===== src/rtl/stopwatch_run_ctrl.sv =====
// Stopwatch run/lap/clear sequencer: button conditioning, 4-state FSM, tick gating.
// Optional build macro STOPWATCH_AUTOSTOP_EN: pause on max_reached in RUN/LAP.

module stopwatch_run_ctrl_btn #(
  parameter int DEBOUNCE_CYCLES = 1000000,
  parameter int SYNC_STAGES     = 2
) (
  input  logic clk,
  input  logic rst,
  input  logic raw,
  output logic press
);

  localparam int CW = $clog2(DEBOUNCE_CYCLES + 1);
  localparam logic [CW-1:0] CNT_MAX = CW'(DEBOUNCE_CYCLES);

  logic [SYNC_STAGES-1:0] sync;
  logic                   level;
  logic                   deb;
  logic [CW-1:0]          cnt;

  assign level = sync[SYNC_STAGES-1];

  // press is registered: it fires on the cycle the debounced level rises
  always_ff @(posedge clk or negedge rst) begin
    if (!rst) begin
      sync  <= '0;
      deb   <= 1'b0;
      cnt   <= '0;
      press <= 1'b0;
    end else begin
      sync  <= {sync[SYNC_STAGES-2:0], raw};
      press <= 1'b0;
      if (level == deb) begin
        cnt <= '0;
      end else if (cnt == CNT_MAX) begin
        deb   <= level;
        cnt   <= '0;
        press <= level;
      end else begin
        cnt <= cnt + CW'(1);
      end
    end
  end

endmodule

module stopwatch_run_ctrl #(
  parameter int DEBOUNCE_CYCLES = 1000000,
  parameter int SYNC_STAGES     = 2
) (
  input  logic       clk,
  input  logic       rst,
  input  logic       btn_start_stop,
  input  logic       btn_lap_clear,
  input  logic       tick,
  input  logic       max_reached,
  output logic       count_en,
  output logic       count_clr,
  output logic       lap_hold,
  output logic       running,
  output logic [1:0] state
);

  typedef enum logic [1:0] {
    IDLE   = 2'b00,
    RUN    = 2'b01,
    LAP    = 2'b10,
    PAUSED = 2'b11
  } state_t;

  state_t cur;
  state_t nxt;
  logic   clr_nxt;
  logic   ss_press;
  logic   lc_press;
  logic   active;

  stopwatch_run_ctrl_btn #(
    .DEBOUNCE_CYCLES(DEBOUNCE_CYCLES),
    .SYNC_STAGES    (SYNC_STAGES)
  ) u_ss (
    .clk  (clk),
    .rst  (rst),
    .raw  (btn_start_stop),
    .press(ss_press)
  );

  stopwatch_run_ctrl_btn #(
    .DEBOUNCE_CYCLES(DEBOUNCE_CYCLES),
    .SYNC_STAGES    (SYNC_STAGES)
  ) u_lc (
    .clk  (clk),
    .rst  (rst),
    .raw  (btn_lap_clear),
    .press(lc_press)
  );

  assign active = (cur == RUN) || (cur == LAP);

`ifndef STOPWATCH_AUTOSTOP_EN
  logic unused_max;
  assign unused_max = max_reached;
`endif

  always_ff @(posedge clk or negedge rst) begin
    if (!rst) begin
      cur       <= IDLE;
      count_clr <= 1'b0;
    end else begin
      cur       <= nxt;
      count_clr <= clr_nxt;
    end
  end

  // start/stop has priority; a simultaneous lap/clear is dropped
  always_comb begin
    nxt     = cur;
    clr_nxt = 1'b0;
    unique case (cur)
      IDLE: begin
        if (ss_press) nxt = RUN;
      end
      RUN: begin
        if (ss_press)      nxt = PAUSED;
        else if (lc_press) nxt = LAP;
      end
      LAP: begin
        if (ss_press)      nxt = PAUSED;
        else if (lc_press) nxt = RUN;
      end
      PAUSED: begin
        if (ss_press) begin
          nxt = RUN;
        end else if (lc_press) begin
          nxt     = IDLE;
          clr_nxt = 1'b1;
        end
      end
      default: nxt = IDLE;
    endcase
`ifdef STOPWATCH_AUTOSTOP_EN
    if (max_reached && active) nxt = PAUSED;
`endif
  end

  always_comb begin
    state    = cur;
    running  = active;
    lap_hold = (cur == LAP);
`ifdef STOPWATCH_AUTOSTOP_EN
    count_en = tick && active && !max_reached;
`else
    count_en = tick && active;
`endif
  end

endmodule


===== config.mk =====
export PLATFORM = sky130hd
export DESIGN_NAME = stopwatch_run_ctrl
export DESIGN_NICKNAME = d
export VERILOG_FILES = /design/src/rtl/stopwatch_run_ctrl.sv
export SDC_FILE = /design/constraint.sdc
export NUM_CORES = 1
export LEC_CHECK = 0
export ABC_CLOCK_PERIOD_IN_PS = 2600
export BUFFER_PORTS_ARGS = -buffer_cell sky130_fd_sc_hd__buf_2
export CORE_UTILIZATION = 40
export CTS_BUF_LIST = sky130_fd_sc_hd__clkbuf_4 sky130_fd_sc_hd__clkbuf_8 sky130_fd_sc_hd__clkbuf_16
export DETAILED_ROUTE_END_ITERATION = 8
export PLACE_DENSITY_LB_ADDON = 0.25
export SLEW_MARGIN = 15
export SYNTH_ARGS = -nofsm -noshare
export SYNTH_HDL_FRONTEND = slang
export SYNTH_SLANG_ARGS = --single-unit

===== constraint.sdc =====
create_clock -name clk -period 2.6 [get_ports clk]
set_input_delay 0.26 -clock clk [delete_from_list [all_inputs] [get_ports clk]]
set_output_delay 0.26 -clock clk [all_outputs]
set_load 0.03 [all_outputs]

=== Word level (Yosys, flattened, before mapping) ===
Cells that the tools add are included.

* Reductions and logical operators: 6
* Bitwise logic cells: 2
* Equality and inequality tests: 11
* Muxes and demuxes: 19
* Add/sub/neg operators: 2

{| class="wikitable"
|+ Operators with widths
! cell !! count
|-
| two-way mux 20 bit || 4
|-
| adder 20 x 1 -> 20 bit (second input constant) || 2
|-
| equality test 20 bit (second input constant) || 2
|-
| two-way mux 2 bit || 7
|-
| inequality test 3 x 1 -> 1 bit (second input constant) || 3
|-
| one-hot mux 2 bit (4 select lines) || 1
|-
| two-way mux 1 bit || 7
|-
| equality test 2 bit (second input constant) || 2
|-
| AND reduction 2 bit || 2
|-
| AND reduction 4 bit || 1
|-
| equality test 1 bit || 2
|-
| equality test 2 x 1 -> 1 bit (second input constant) || 1
|-
| zero test 2 bit || 1
|-
| inequality test 2 x 1 -> 1 bit (second input constant) || 1
|-
| inverter 1 bit || 2
|-
| logical AND 1 bit || 1
|-
| logical OR 1 bit || 1
|}

* Register bits after elaboration: 51
* Input bits: 6
* Word-level logic and storage cells: 50

=== Depth between registers and ports, before layout ===
Gate-level depths: netlist of the first run.

* Word-level depth: 3
* Gate-level depth with buffers: 7

=== By module ===
From an unflattened synthesis of the first run, not the netlist that was laid out.

* Cell total of the unflattened synthesis: 262
* Area total of the unflattened synthesis: 2738.9 um^2

{| class="wikitable"
|+ Modules (own cells, without submodules)
! module !! cells each !! instances !! area an instance (um^2)
|-
| stopwatch_run_ctrl_btn || 119 || 2 || 1249.9
|-
| stopwatch_run_ctrl || 24 || 1 || 239.0
|}

=== Worst setup path before layout of the first run ===
OpenSTA, ideal clock, no wires.

* Kind: reg-to-reg
* From: register u_lc.cnt[0]
* To: register u_lc.deb
* Required time: 2.473 ns
* Slack: 0.681 ns
* Path buffers: 0
* Library setup time: 0.127 ns
* Cell stages (with the launch flop): 7
* Period minus slack after synthesis: 1.919 ns
* Data arrival time: 1.792 ns
* Cells stage by stage: dfrtp_1 > inv_1 > ha_1 > or4b_2 > nor3_1 > nand3_1 > mux2_1

* Cells in the longest elaborated chain, start to end: 2

{| class="wikitable"
|+ RTL lines
! element !! RTL line !! text
|-
| start: declaration || 20 || <nowiki>logic [CW-1:0] cnt;</nowiki>
|-
| start signal: assignment || 41 || <nowiki>cnt <= cnt + CW'(1);</nowiki>
|-
| equality test 20 bit || 36 || <nowiki>end else if (cnt == CNT_MAX) begin</nowiki>
|-
| AND reduction 2 bit (no source line) || - ||
|-
| end signal: assignment || 37 || <nowiki>deb <= level;</nowiki>
|-
| end: declaration || 19 || <nowiki>logic deb;</nowiki>
|}

Every way passes these cells.
A chain may end at the register's enable or synchronous reset.

=== Worst setup path after layout of the first run ===
* From: register u_lc.cnt[0]
* To: register u_lc.cnt[3]

* Cells in the longest elaborated chain, start to end: 3
* Elaborated cells between the ends (all ways): 4

{| class="wikitable"
|+ RTL lines
! element !! RTL line !! text
|-
| adder 20 x 1 -> 20 bit or equality test 20 bit (tied branches) || 41, 36 ||
|-
| two-way mux 20 bit * || 36 ||
|-
| two-way mux 20 bit * || 34 || <nowiki>if (level == deb) begin</nowiki>
|}

Mark *: on every way between the ends. The rest lies on a longest branch, timed or not.

==> results of run 1 <==
worst max-delay path: stages, from the launching register on:
cell     delay, ps
dfrtp_1        430
inv_1           70
ha_1           140
or4b_2         580
nor3_1         260
a31o_2         490
nor2_1         110
metal layers:
layer	part of all wire [%]	vias up
li1	-	926
met1	53	875
met2	43	21
met3	2.3	8
met4	1.9	0
met5	0	-
worst paths after layout:
check | start | end | slack, ps
max | u_lc.cnt[0] | u_lc.cnt[3] | 390
max in group asynchronous | rst | u_ss.press | 1970
min reg2reg | u_lc.sync[0] | u_lc.sync[1] | 360
min in group clk | btn_start_stop | u_ss.sync[0] | 70
min | rst | u_lc.cnt[11] | 3
max reg2reg | u_lc.cnt[0] | u_lc.cnt[3] | 390
cells by family (layout without fill, tap and decap cells):
| kind of cell | count (synthesis) | in the layout | share of synthesized area [%] |
|---|---|---|---|
| buf+inv | 22 | 39 | 3.45 |
| xor+xnor | 28 | 28 | 9.67 |
| compound gates | 27 | 27 | 6.52 |
| simple gates | 119 | 119 | 24.8 |
| flops | 51 | 51 | 50.3 |
| mux | 3 | 3 | 1.28 |
| fa+ha+maj | 8 | 8 | 3.95 |
power by group:
group	leakage (nW)	internal (W)	switching, W
sequential	0.698	0.000803	0.0000118
combinational	0.377	0.0000208	0.0000371
clock	0.0491	0.000210	0.000243
total	1.12	0.00103	0.000292
sequential cells by signal (all words and copies together) (netlist names):
register    count
count_clr       1
u_ss.sync       2
u_ss.press      1
u_lc.sync       2
u_lc.deb        1
u_lc.cnt       20
u_ss.cnt       20
state           2
u_ss.deb        1
u_lc.press      1
Yosys cell counts, types with 2 or more instances:
cell type	number	share of area, %
buf_2	3	0.59
nor2_1	37	5.5
or4_1	5	1.5
ha_1	8	3.9
nand4_1	7	1.7
o21ai_0	8	1.6
dfrtp_1	51	50
xnor2_1	24	8.3
nand3_1	15	3.0
inv_1	16	2.4
nor4b_1	4	1.4
nor4_1	6	1.5
clkbuf_1	2	0.30
nor3_1	11	2.2
nand2_1	15	2.2
or3_1	7	1.7
xor2_1	4	1.4
or4b_2	2	0.79
o31ai_1	4	1.2
and3_1	2	0.49
a21oi_1	10	2.0
final cells by class:
cell class	instances	area [sq um]	share of cell area [%]
clock inverter	1	5.00	0.180
sequential	51	1280	45.9
clock buffer	7	83.8	3.02
timing repair buffer	15	87.6	3.15
multi-input combinational	185	1170	42.2
tap	75	93.8	3.38
inverter	16	60.1	2.16
through the flow:
stage	area (sq um)	setup WS, ps	hold WS, ps	cells	power [W]
after floorplan	2530	681	-35.6	258	0.000860
after global placement	2690	463	338	342	0.000890
after detailed placement	2690	403	338	342	0.000891
after CTS	2780	387	39.5	350	0.00135
after global routing	2780	189	53.4	350	0.00139
final	2780	386	3.49	350	0.00133
==> flow_metrics.py, run 1 <==
metrics = {
    "worst_setup_path": {
        "worst_setup_path_end_kind": "register",
        "critical_path_class": "reg -> reg",
        "cp_max_fo": 20,
        "rr_worst_depth": 6,
        "cp.required_ps": 2770,
        "cp.arrival_ps": 2380,
        "startpoint_type": "register",
    },
    "placed_design": {
        "io_buffers": 10,
        "place_congestion": 0.752,
        "dpl.hpwl_microns": 3240,
    },
    "clocking": {
        "cts_buffers": 5,
        "cts_htree_levels": 2,
        "post_cts_resized": 0,
        "cts.sinks": 51,
        "clk_latency_ps": 300,
        "clkTransAtPathRegs_ps": 90,
        "tritoncts": "done",
        "clock-root-buffer": "clkbuf_8",
        "postCtsSetupBuffers": 0,
        "clockBufferDepth": 2,
        "hold_buffers": 0,
    },
    "routing": {
        "dr.pass1.iters": 4,
        "num_vias": 1830,
        "wl_microns": 4500,
        "antenna_left": 0,
        "initialDrtViolationCount": 147,
        "drcViolationCount": 0,
        "viasPerCell": 5.23,
        "post_drt_wl_per_cell_microns": 12.9,
    },
    "yosys": {
        "synth_nets": 272,
        "syn-cell-area_sq_um": 2530,
        "synth.avg_cell_area_sq_um": 9.83,
        "synth_cell_type_count": 38,
        "yosysSeqAreaShare_pct": 50.3,
        "async_flop_share_pct": 100,
        "synth_edf_count": 0,
        "yosysWarnings": 0,
        "synth_seq_cells": 51,
        "synth_cells": 258,
        "synth_ff_type": "dfrtp_1",
    },
    "final_layout": {
        "final_common_cell": "dfrtp_1",
        "layout.nets": 288,
        "layout-drive-gt1-share_pct": 12.0,
        "fill_cells": 594,
        "final_util_pct": 46.1,
        "antennaDiodeCount": 0,
        "layout_common_cells": "dfrtp_1, nor2_1, xnor2_1",
        "area_delta_synth_final_pct": 9.58,
    },
    "global_routing": {
        "busiest_layer": "met2",
        "met3_usage_pct": 2.33,
        "grtUsageTotal_pct": 15.8,
        "antenna_found_initial": 0,
        "grt_max_degree": 33,
        "grt_pass1_wl_microns": 8010,
        "grt-ovfl-total": 0,
        "gr-usage-met1_pct": 22.1,
        "gr-usage-met2_pct": 24.3,
        "grt_pass1_vias": 1728,
    },
    "pwr": {
        "pwr_density_cell_nw_per_um2": 477,
        "irDropWorstVdd_v": 0.000196,
        "leakagePower_nw": 1.12,
    },
    "sta": {
        "worst_pin_slew_ps": 706,
        "setup_viol": 0,
        "finalMaxSlewViolations": 0,
        "finalCriticalPeriod_ps": 2210,
        "grt_setup_unrepaired": "false",
        "setup_tns_ps": 0,
        "max_slew_margin_pct": 52.9,
        "finalCritPeriodShare_pct": 85.2,
        "skew_ps": 12.9,
        "hold_viol_final": 0,
        "timing.fmax_mhz": 452,
    },
    "floorplanning": {
        "start_util_pct": 42.1,
        "die_w_microns": 81.6,
        "std_cell_rows": 28,
        "die_area_sq_um": 6660,
        "die_h_microns": 81.6,
        "num_io_pins": 12,
        "placeableCoreArea_sq_um": 6030,
    },
    "worst_hold_path": {
        "hp-class": "in -> async",
    },
    "flow_run": {
        "maxCapViolCount": 0,
    },
    "run_status": {
        "outcome": "finished, final reports clean",
    },
}
Note: power is estimated with default switching activity, not from simulation.
==> inputs of run 2 (changes only) <==
CORE_ASPECT_RATIO = 0.9   (was unset)
CORE_UTILIZATION = 43   (was 40)
==> run 2 against run 1 <==
Cell count is 1.4% lower; global-route usage is 0.25 points lower; fmax is 1.0% lower; core utilization is 2.9 points higher; clock-buffer cell count is 1 higher; clock skew is 7.2 ps lower; design area is 0.41% higher; clock power is 12% higher; flip-flop and latch count stayed put; largest power group unchanged.
==> flow_metrics.py, run 2 (synthesis results as in run 1) <==
metrics = {
    "run_status": {
        "outcome": "finished, final reports clean",
    },
    "routing": {
        "num_vias": 1842,
        "drcViolationCount": 0,
        "dr.pass1.iters": 4,
        "post_drt_wl_per_cell_microns": 13.3,
        "antenna_left": 0,
        "wl_microns": 4580,
        "viasPerCell": 5.34,
        "initialDrtViolationCount": 121,
    },
    "floorplanning": {
        "die_area_sq_um": 6210,
        "placeableCoreArea_sq_um": 5690,
        "num_io_pins": 12,
        "die_h_microns": 74.8,
        "start_util_pct": 44.5,
        "die_w_microns": 82.9,
        "std_cell_rows": 26,
    },
    "pwr": {
        "leakagePower_nw": 1.13,
        "irDropWorstVdd_v": 0.000235,
        "pwr_density_cell_nw_per_um2": 495,
    },
    "worst_setup_path": {
        "critical_path_class": "reg -> reg",
        "r2r_slack_ps": 360,
        "cp_max_fo": 20,
        "r2r_end": "u_lc.cnt[3]",
        "worst_setup_path_end_kind": "register",
        "rr_worst_depth": 6,
        "cp.arrival_ps": 2410,
        "cp.required_ps": 2770,
        "startpoint_type": "register",
        "worstReg2RegStart": "u_lc.cnt[0]",
    },
    "sta": {
        "grt_setup_unrepaired": "false",
        "finalCriticalPeriod_ps": 2240,
        "finalMaxSlewViolations": 0,
        "skew_ps": 5.65,
        "setup_tns_ps": 0,
        "worst_pin_slew_ps": 618,
        "max_slew_margin_pct": 58.4,
        "timing.fmax_mhz": 447,
        "holdWs_ps": 60.6,
        "setup_viol": 0,
        "hold_viol_final": 0,
        "finalCritPeriodShare_pct": 86.0,
    },
    "clocking": {
        "postCtsSetupBuffers": 0,
        "tritoncts": "done",
        "cts_buffers": 5,
        "clkTransAtPathRegs_ps": 90,
        "clockBufferDepth": 2,
        "clock-root-buffer": "clkbuf_8",
        "cts.sinks": 51,
        "clk_latency_ps": 300,
        "cts_htree_levels": 2,
    },
    "final_layout": {
        "layout-drive-gt1-share_pct": 11.6,
        "layout_common_cells": "dfrtp_1, nor2_1, xnor2_1",
        "area_delta_synth_final_pct": 10.0,
        "antennaDiodeCount": 0,
        "reg_top3": "u_lc.cnt x20, u_ss.cnt x20",
        "final_util_pct": 49.0,
        "final_common_cell": "dfrtp_1",
        "layout.nets": 288,
    },
    "global_routing": {
        "grt_pass1_wl_microns": 7630,
        "grt_pass1_vias": 1632,
        "grtUsageTotal_pct": 15.5,
        "grt-ovfl-total": 0,
        "grt_max_degree": 37,
        "antenna_found_initial": 0,
    },
    "placed_design": {
        "dpl.hpwl_microns": 3180,
        "place_congestion": 0.752,
        "io_buffers": 10,
    },
    "worst_hold_path": {
        "hold_depth": 1,
        "holdPathEnd": "u_ss.sync[0]",
        "hold_start": "btn_start_stop",
        "hp-class": "in -> reg",
    },
    "flow_run": {
        "maxCapViolCount": 0,
    },
}
[run 2: cell types whose count changed in the layout (fill, tap and decap cells not counted), sizes merged]
cell	previous run	this run
buf	15	14
clkbuf	7	8
clkinv	1	0
dlygate4sd3	0	1
[run 2: worst max-delay path by stage]
stage / end / start / slack [ps] / depth (start not counted)
after floorplan: u_lc.deb / u_lc.cnt[0] / 680 / 6
after global placement: u_lc.cnt[9] / u_lc.cnt[0] / 390 / 6
after detailed placement: u_lc.cnt[4] / u_lc.cnt[0] / 350 / 6
after CTS: u_lc.cnt[8] / u_lc.cnt[0] / 340 / 6
after global routing: u_lc.cnt[2] / u_lc.cnt[0] / 170 / 6
final: u_lc.cnt[3] / u_lc.cnt[0] / 360 / 6
[run 2: final cells by class]
class	instances	area, sq um
clock buffers	8	104
fillers	543	2900
inverters	16	60.1
multi-input cells	185	1170
flip-flops and latches	51	1280
well taps	70	87.6
repair buffers	15	90.1
[run 2: power by group]
part | internal [W] | switching (W)
registers | 0.000803 | 0.0000119
logic | 0.0000212 | 0.0000377
clock network | 0.000254 | 0.000253
[run 2: through the flow]
step | instance area [sq um] | power (W) | worst slack (ps) | cells
3_3_place_gp | 2680 | 0.000889 | 395 | 336
6_report | 2790 | 0.00138 | 363 | 345
2_1_floorplan | 2530 | 0.000860 | 681 | 258
4_1_cts | 2790 | 0.00141 | 340 | 345
5_1_grt | 2790 | 0.00144 | 167 | 345
3_5_place_dp | 2680 | 0.000891 | 350 | 336
[run 2: metal layers]
layer	routed length [microns]	global-route usage, %	part of all wire [%]	up-vias
met4	68	6.32	1.5	0
met1	2350	22.2	51	873
met5	0	0	0	-
li1	-	-	-	927
met3	181	3.07	4.0	7
met2	1990	23.5	43	35
[run 2: timing repair]
action / CTS / global route
hold buffers: 1 / 0
gates resized for setup: 0 / 0
hold endpoints to repair: 15 / 0
[run 2: worst max-delay path, cell delays in order, from the launching register on]
cell and delay [ps]:
dfrtp_1 420, inv_1 70, ha_1 160, or4b_2 600, nor3_1 270, a31o_2 480
nor2_1 100
==> inputs of run 3 (changes only) <==
ABC_CLOCK_PERIOD_IN_PS = 1900   (was 2600)
clock period = 1.9 ns   (was 2.6 ns; I/O delays follow)
==> run 3 against run 2 <==
The flow now finishes with violations (negative hold slack); die area unchanged; flip-flop and latch count unchanged; non-clock buffer count up 30; design area up 9.2%; sequential share of layout area down 3.8 points; first-iteration DRC count down 25%; worst setup slack worse by 310 ps; largest power group unchanged.
==> flow_metrics.py, run 3 (synthesis results as in run 1) <==
metrics = {
    "clocking": {
        "tritoncts": "done",
        "clk_latency_ps": 300,
        "cts_htree_levels": 2,
        "clock-root-buffer": "clkbuf_8",
        "cts_buffers": 5,
        "clockBufferDepth": 2,
        "clkTransAtPathRegs_ps": 90,
        "cts.sinks": 51,
    },
    "routing": {
        "drcViolationCount": 0,
        "dr.pass1.iters": 4,
        "num_vias": 1921,
        "post_drt_wl_per_cell_microns": 12.6,
        "antenna_left": 0,
        "initialDrtViolationCount": 91,
        "wl_microns": 4710,
        "viasPerCell": 5.12,
    },
    "worst_hold_path": {
        "hp-class": "in -> async",
    },
    "global_routing": {
        "grt_pass1_vias": 1740,
        "antenna_found_initial": 0,
        "grt_pass1_wl_microns": 7960,
        "grtUsageTotal_pct": 15.9,
        "grt-ovfl-total": 0,
        "grt_max_degree": 52,
    },
    "worst_setup_path": {
        "cp-endpoint": "u_lc.cnt[16]",
        "slowest_delay_ps": 530,
        "cp_max_fo": 7,
        "startpoint": "u_lc.cnt[0]",
        "critical_path_class": "reg -> reg",
        "crit_path_top_delay_cell": "or4_1",
        "cp_cell_sequence": "buf_4 > ha_1 > nand2_1 > or4_1 > or3_1 > a21oi_1",
        "cp.arrival_ps": 2070,
        "r2r_end": "u_lc.cnt[16]",
        "worstReg2RegStart": "u_lc.cnt[0]",
        "cp.required_ps": 2120,
        "startpoint_type": "register",
        "rr_worst_depth": 6,
        "r2r_slack_ps": 50,
        "worst_setup_path_end_kind": "register",
    },
    "final_layout": {
        "layout-drive-gt1-share_pct": 22.6,
        "fill_cells": 521,
        "stdcell_area_sq_um": 3050,
        "layout_common_cells": "dfrtp_1, nor2_1, buf_4",
        "final_util_pct": 53.5,
        "layout.nets": 318,
        "reg_top3": "u_lc.cnt x20, u_ss.cnt x20",
        "final_common_cell": "dfrtp_1",
        "antennaDiodeCount": 0,
        "area_delta_synth_final_pct": 20.2,
    },
    "floorplanning": {
        "die_area_sq_um": 6210,
        "placeableCoreArea_sq_um": 5690,
        "start_util_pct": 44.5,
        "die_w_microns": 82.9,
        "die_h_microns": 74.8,
        "num_io_pins": 12,
        "std_cell_rows": 26,
    },
    "sta": {
        "skew_ps": 9.85,
        "timing.fmax_mhz": 541,
        "max_slew_margin_pct": 56.8,
        "finalCritPeriodShare_pct": 97.2,
        "hold_viol_final": 24,
        "grt_setup_unrepaired": "true",
        "holdWs_ps": -18.1,
        "finalCriticalPeriod_ps": 1850,
        "setup_viol": 0,
        "worst_pin_slew_ps": 639,
        "finalMaxSlewViolations": 0,
    },
    "placed_design": {
        "place_congestion": 0.757,
        "dpl.hpwl_microns": 3320,
        "placed_area_sq_um": 2880,
        "io_buffers": 10,
    },
    "run_status": {
        "outcome": "finished, violations left",
        "violations": "negative hold slack",
    },
    "pwr": {
        "pwr_density_cell_nw_per_um2": 607,
        "irDropWorstVdd_v": 0.000434,
        "leakagePower_nw": 1.29,
        "power_w": 0.00185,
    },
    "flow_run": {
        "maxCapViolCount": 0,
    },
}
## run 3: area by class of cell
| cell class | instances | area, sq um | share of cell area [%] |
|---|---|---|---|
| clock inverter | 1 | 5.00 | 0.164 |
| timing repair buffer | 45 | 318 | 10.4 |
| sequential | 51 | 1280 | 41.9 |
| clock buffer | 7 | 83.8 | 2.75 |
| tap | 70 | 87.6 | 2.87 |
| inverter | 16 | 60.1 | 1.97 |
| multi-input combinational | 185 | 1210 | 39.9 |
## run 3: timing repair
item,4_1_cts,5_1_grt
setup endpoints to repair,15,24
setup buffers,2,1
pin swaps,1,4
gates resized for setup,2,7
hold buffers,2,0
hold endpoints to repair,2,0
## run 3: power breakdown
group | internal (W) | total, W | switching, W
clock network | 0.000288 | 0.000628 | 0.000340
registers | 0.00110 | 0.00111 | 0.0000106
logic | 0.0000486 | 0.000112 | 0.0000631
total | 0.00144 | 0.00185 | 0.000413
## run 3: metal layers
layer,up-vias,routed length [microns],track usage (%)
met1,908,2560,23.3
met4,0,34,5.17
met2,24,2000,24.4
met3,2,122,2.63
li1,987,-,-
met5,-,0,0
## run 3: per-stage QoR
step / std cells / TNS, ps / setup slack (ps)
2_1_floorplan: 258 / 0 / 10.9
3_3_place_gp: 362 / -21.1 / -21.1
3_5_place_dp: 362 / -119 / -53.4
4_1_cts: 374 / 0 / 15.3
5_1_grt: 375 / -125 / -50.2
6_report: 375 / 0 / 52.4
## run 3: worst min-delay path by stage
stage               depth (start not counted)          start           end
floorplan                                   0            rst     count_clr
global placement                            1  btn_lap_clear  u_lc.sync[0]
detailed placement                          1  btn_lap_clear  u_lc.sync[0]
CTS                                         2            rst  u_ss.cnt[12]
global route                                2            rst  u_lc.cnt[18]
finish                                      2            rst  u_lc.cnt[17]
## run 3: critical path: cells and delay by family (launching register included)
| kind | cells | cell delay, ps |
|---|---|---|
| compound gates | 1 | 160 |
| flops | 1 | 360 |
| fa+ha+maj | 1 | 150 |
| buf+inv | 1 | 130 |
| simple gates | 3 | 970 |
